===== src/rtl/uart_rx_frame_ctrl.sv =====
// UART receive frame controller.
// Detects the start edge, runs the downstream-of-sampler frame walk (start, data, optional
// parity, stop), deserializes LSB-first, checks parity/stop and strobes out validated bytes.
module uart_rx_frame_ctrl #(
  parameter int unsigned DATA_WIDTH = 8,
  parameter int unsigned PRESC_W    = 5
) (
  input  logic                  CLK,
  input  logic                  RST,
  input  logic                  RX_IN,
  input  logic                  PAR_EN,
  input  logic                  PAR_TYP,
  input  logic [PRESC_W-1:0]    Prescale,
  input  logic [PRESC_W-1:0]    edge_cnt,
  input  logic [3:0]            bit_cnt,
  input  logic                  sampled_bit,
  input  logic                  Sample_Available,
  output logic                  enable,
  output logic                  data_samp_en,
  output logic [DATA_WIDTH-1:0] P_DATA,
  output logic                  data_valid,
  output logic                  par_err,
  output logic                  stp_err
);

  typedef enum logic [2:0] {
    StIdle,
    StStart,
    StData,
    StParity,
    StStop,
    StDone
  } state_e;

  localparam logic [3:0] LastDataBit = 4'(DATA_WIDTH);

  state_e                state_q, state_d;
  logic [DATA_WIDTH-1:0] shift_q, shift_d;
  logic [DATA_WIDTH-1:0] p_data_q, p_data_d;
  logic                  par_err_q, par_err_d;
  logic                  stp_err_q, stp_err_d;
  logic                  data_valid_q, data_valid_d;
  logic                  active_q, active_d;
  // Frame configuration is captured when the start edge is seen so that a change of
  // PAR_EN/PAR_TYP/Prescale only affects the next frame.
  logic                  par_en_q, par_en_d;
  logic                  par_typ_q, par_typ_d;
  logic [PRESC_W-1:0]    presc_q, presc_d;

  logic [PRESC_W-1:0]    presc_m1;
  logic                  bnd;

  assign presc_m1 = presc_q - PRESC_W'(1);
  // Last sampler edge of the current bit.
  assign bnd      = active_q && (edge_cnt == presc_m1);

  // Next-state, shift register, error flags and captured frame configuration.
  always_comb begin
    state_d   = state_q;
    shift_d   = shift_q;
    par_err_d = par_err_q;
    stp_err_d = stp_err_q;
    par_en_d  = par_en_q;
    par_typ_d = par_typ_q;
    presc_d   = presc_q;

    unique case (state_q)
      StIdle: begin
        if (!RX_IN) begin
          state_d   = StStart;
          par_err_d = 1'b0;
          stp_err_d = 1'b0;
          par_en_d  = PAR_EN;
          par_typ_d = PAR_TYP;
          presc_d   = Prescale;
        end
      end

      StStart: begin
        // A high start-bit sample means the falling edge was a glitch.
        if (Sample_Available && sampled_bit) begin
          state_d = StIdle;
        end else if (bnd) begin
          state_d = StData;
        end
      end

      StData: begin
        // Shift right so the first data bit lands in bit 0.
        if (Sample_Available) begin
          shift_d = {sampled_bit, shift_q[DATA_WIDTH-1:1]};
        end
        if (bnd && (bit_cnt == LastDataBit)) begin
          state_d = par_en_q ? StParity : StStop;
        end
      end

      StParity: begin
        if (Sample_Available) begin
          par_err_d = sampled_bit ^ (^shift_q) ^ par_typ_q;
        end
        if (bnd) begin
          state_d = StStop;
        end
      end

      StStop: begin
        // Leave mid stop bit: half a bit of slack for a following start edge.
        if (Sample_Available) begin
          stp_err_d = ~sampled_bit;
          state_d   = StDone;
        end
      end

      StDone: begin
        state_d = StIdle;
      end

      default: begin
        state_d = StIdle;
      end
    endcase
  end

  // Registered outputs: sampler enables follow the next state, the byte strobe follows DONE.
  always_comb begin
    active_d     = (state_d == StStart) || (state_d == StData) ||
                   (state_d == StParity) || (state_d == StStop);
    data_valid_d = (state_q == StDone) && !par_err_q && !stp_err_q;
    p_data_d     = data_valid_d ? shift_q : p_data_q;
  end

  // All state, including outputs, with asynchronous active-low reset.
  always_ff @(posedge CLK or negedge RST) begin
    if (!RST) begin
      state_q      <= StIdle;
      shift_q      <= '0;
      p_data_q     <= '0;
      par_err_q    <= 1'b0;
      stp_err_q    <= 1'b0;
      data_valid_q <= 1'b0;
      active_q     <= 1'b0;
      par_en_q     <= 1'b0;
      par_typ_q    <= 1'b0;
      presc_q      <= '0;
    end else begin
      state_q      <= state_d;
      shift_q      <= shift_d;
      p_data_q     <= p_data_d;
      par_err_q    <= par_err_d;
      stp_err_q    <= stp_err_d;
      data_valid_q <= data_valid_d;
      active_q     <= active_d;
      par_en_q     <= par_en_d;
      par_typ_q    <= par_typ_d;
      presc_q      <= presc_d;
    end
  end

  assign enable       = active_q;
  assign data_samp_en = active_q;
  assign P_DATA       = p_data_q;
  assign data_valid   = data_valid_q;
  assign par_err      = par_err_q;
  assign stp_err      = stp_err_q;

endmodule


===== config.mk =====
export PLATFORM = sky130hd
export DESIGN_NAME = uart_rx_frame_ctrl
export DESIGN_NICKNAME = d
export VERILOG_FILES = /design/src/rtl/uart_rx_frame_ctrl.sv
export SDC_FILE = /design/constraint.sdc
export NUM_CORES = 1
export LEC_CHECK = 0
export ABC_AREA = 1
export BUFFER_PORTS_ARGS = -buffer_cell sky130_fd_sc_hd__buf_2
export CORE_AREA = 2 2 60 62
export DETAILED_ROUTE_END_ITERATION = 6
export DIE_AREA = 0 0 62 64
export PLACE_DENSITY = 0.79
export SYNTH_ARGS = -nofsm -noshare
export SYNTH_HDL_FRONTEND = slang
export SYNTH_SLANG_ARGS = --single-unit

===== constraint.sdc =====
create_clock -name CLK -period 1.75 [get_ports CLK]
set_clock_uncertainty 0.1 [all_clocks]
set_input_delay 0.35 -clock CLK [delete_from_list [all_inputs] [get_ports CLK]]
set_output_delay 0.35 -clock CLK [all_outputs]
set_load 0.005 [all_outputs]

==> flow_summary.json <==
{
  "top_level_ports": 34,
  "startpoint": "presc_q[0]",
  "worst_pin_slew_ns": 0.658,
  "violations": "setup timing",
  "drc": 0,
  "maxCapViolations": 0,
  "hold_violations": 0,
  "synth_edf_count": 0,
  "start_util": 0.475,
  "stdcell_count": 296,
  "slew_headroom": 0.562,
  "core_um2": 3280,
  "overflow": 0,
  "synthCells": 202,
  "rsz0062_at_grt": "yes",
  "finalCritPeriodShare": 1.06,
  "dp.cells": 284,
  "clkTransAtPathRegs_ns": 0.10,
  "chipWidth_um": 62,
  "vias": 1395,
  "worst_setup_path_end_kind": "flip-flop",
  "synth_area_um2": 1560,
  "cts.sinks": 30,
  "reg2reg_from": "presc_q[0]",
  "mostFrequentLayoutCell": "nand2_1",
  "power_density_nw_per_um2": 1520,
  "place_ws_ns": -0.114,
  "gp_congestion": 0.833,
  "multi_input_area_um2": 697,
  "wl_per_cell_um": 10.9,
  "worstPathArrival_ns": 1.98,
  "gr-usage-all-layers": 0.187,
  "cts.path.max_buffers": 2,
  "die_y_um": 64,
  "cts_tree": "built",
  "final_cell_mix": "66 x nand2_1, 33 x buf_2, 30 x dfrtp_1",
  "synthAdderAreaFrac": 0.00803,
  "peakVddDrop_mv": 0.654,
  "post-route-min-period_ns": 1.85,
  "grt_pass1_vias": 1360,
  "drtAntennaViolNets": 0,
  "place.detailed.hpwl_um": 2390,
  "async_flop_share": 1.00,
  "maxSlewViolCount": 0,
  "status": "finished with violations",
  "ys_ff_latch": 30,
  "start_kind": "flip-flop",
  "critPathMaxFanout": 2,
  "leakagePower_nw": 1.05,
  "nNetsFinal": 271,
  "drive_gt1_frac": 0.268,
  "synth-compound-area-share": 0.0915,
  "synth_xor_area_frac": 0.0562,
  "antenna_found_initial": 0,
  "ys.flop_type": "dfrtp_1",
  "die_area_um2": 3970,
  "required_ns": 1.87,
  "dr.pass1.iters": 5,
  "grt_max_degree": 31,
  "clock.fmax_mhz": 540,
  "synthSimpleGateAreaFrac": 0.276,
  "drt-vias-per-instance": 4.71,
  "drt_wl_total_um": 3220,
  "cts_buffers": 5,
  "drtIter0Drc": 49,
  "muxShareOfSynthArea": 0,
  "hp-start": "PAR_TYP",
  "htreeDepth": 2,
  "crit_type": "reg -> reg",
  "synth-warning-count": 0,
  "antennaDiodeCount": 0,
  "n_fill_cell": 313,
  "synth_cell_type_count": 23,
  "post-route-util": 0.589,
  "setup_violations": 3,
  "clockRootBuffer": "clkbuf_4",
  "seq_area_um2": 751,
  "syn_avg_cell_area_um2": 7.72,
  "hold_path.class": "in -> reg",
  "setup_ws_ns": -0.103,
  "grt_pass1_wl_um": 5470,
  "io_buffers": 33,
  "synth-seq-area-share": 0.482,
  "fp-row-count": 21,
  "finalSetupTns_ns": -0.192,
  "syn_nets": 224,
  "clk_latency_ns": 0.32,
  "synth_top_family_by_area": "simple AND/OR/NAND/NOR gates",
  "area_growth_pct": 24.2
}
## critical path: stages, from the launching register on
cell     delay [ns]
dfrtp_1        0.38
inv_2          0.06
ha_4           0.26
xor2_1         0.14
nand2_1        0.08
inv_1          0.06
nand2_1        0.05
nor2_2         0.11
nand3_2        0.09
nand2_2        0.09
inv_2          0.04
nor2_4         0.11
nand3_2        0.06
nor2_1         0.09
nor2_1         0.05
## routing by layer
layer	track usage	vias to the layer above	part of all wire
met5	0	-	0
met4	0.0718	0	0.012
met3	0.0466	5	0.049
met2	0.305	31	0.49
met1	0.230	643	0.45
li1	-	716	-
## cells in the mapped netlist, drive strengths merged, types with 2 or more instances
cell type | number | area, µm²
clkbuf | 3 | 11.3
dfrtp | 30 | 751
xor2 | 7 | 61.3
nor4 | 2 | 27.5
a21oi | 3 | 15.0
nand3 | 10 | 55.1
nor2 | 15 | 68.8
xnor2 | 3 | 26.3
nor3 | 2 | 15.0
nand2 | 69 | 264
o21ai | 24 | 120
inv | 31 | 116
## per-stage QoR
stage	cell area [µm²]	total power, mW	hold slack [ns]
after detailed placement	1820	2.41	0.324
after CTS	1920	2.94	0.109
after global routing	1940	3.24	0.120
final	1940	2.95	0.121
after global placement	1820	2.38	0.313
after floorplan	1560	2.05	-0.0456
## area by class of cell
class                      count  share of cell area
sequential                    30               0.388
multi-input combinational    137               0.360
timing repair buffer          44               0.129
inverter                      31              0.0601
tap                           46              0.0297
clock buffer                   6              0.0265
clock inverter                 2             0.00646
## logic make-up after synthesis
family / count (synthesis)
AO/OA/AOI/OAI: 28
XOR/XNOR: 10
flip-flops: 30
AND/OR/NAND/NOR: 98
buffers and inverters: 35
adder cells (fa/ha/maj): 1
## timing repair
action                                 CTS  global route
endpoints found under the hold margin   30             0
buffers inserted                         3             1
setup endpoints to repair                2             4
hold buffers                             1             0
gates resized for setup                  5             2
pin swaps                                8             4
## sequential cells by signal, indices dropped and copies added, names as in the netlist
signal,flops
par_err,1
presc_q,5
state_q,3
par_en_q,1
shift_q,8
par_typ_q,1
data_samp_en,1
P_DATA,8
stp_err,1
data_valid,1
## where the power goes
part           internal, mW  switching (mW)  total (mW)
Combinational         0.634           0.806        1.44
Clock                 0.193           0.242       0.435
Sequential            0.902           0.172        1.07
## worst paths after layout
kind,end,slack (ns),cells past startpoint
setup reg to reg,data_samp_en,-0.10,14
setup / recovery,data_samp_en,-0.10,14
min in group asynchronous,P_DATA[3],0.48,2
hold reg to reg,P_DATA[0],0.38,2
hold / removal,par_typ_q,0.12,3
max in group asynchronous,P_DATA[2],0.65,2
No activity file was read; power rests on OpenSTA's default activity.
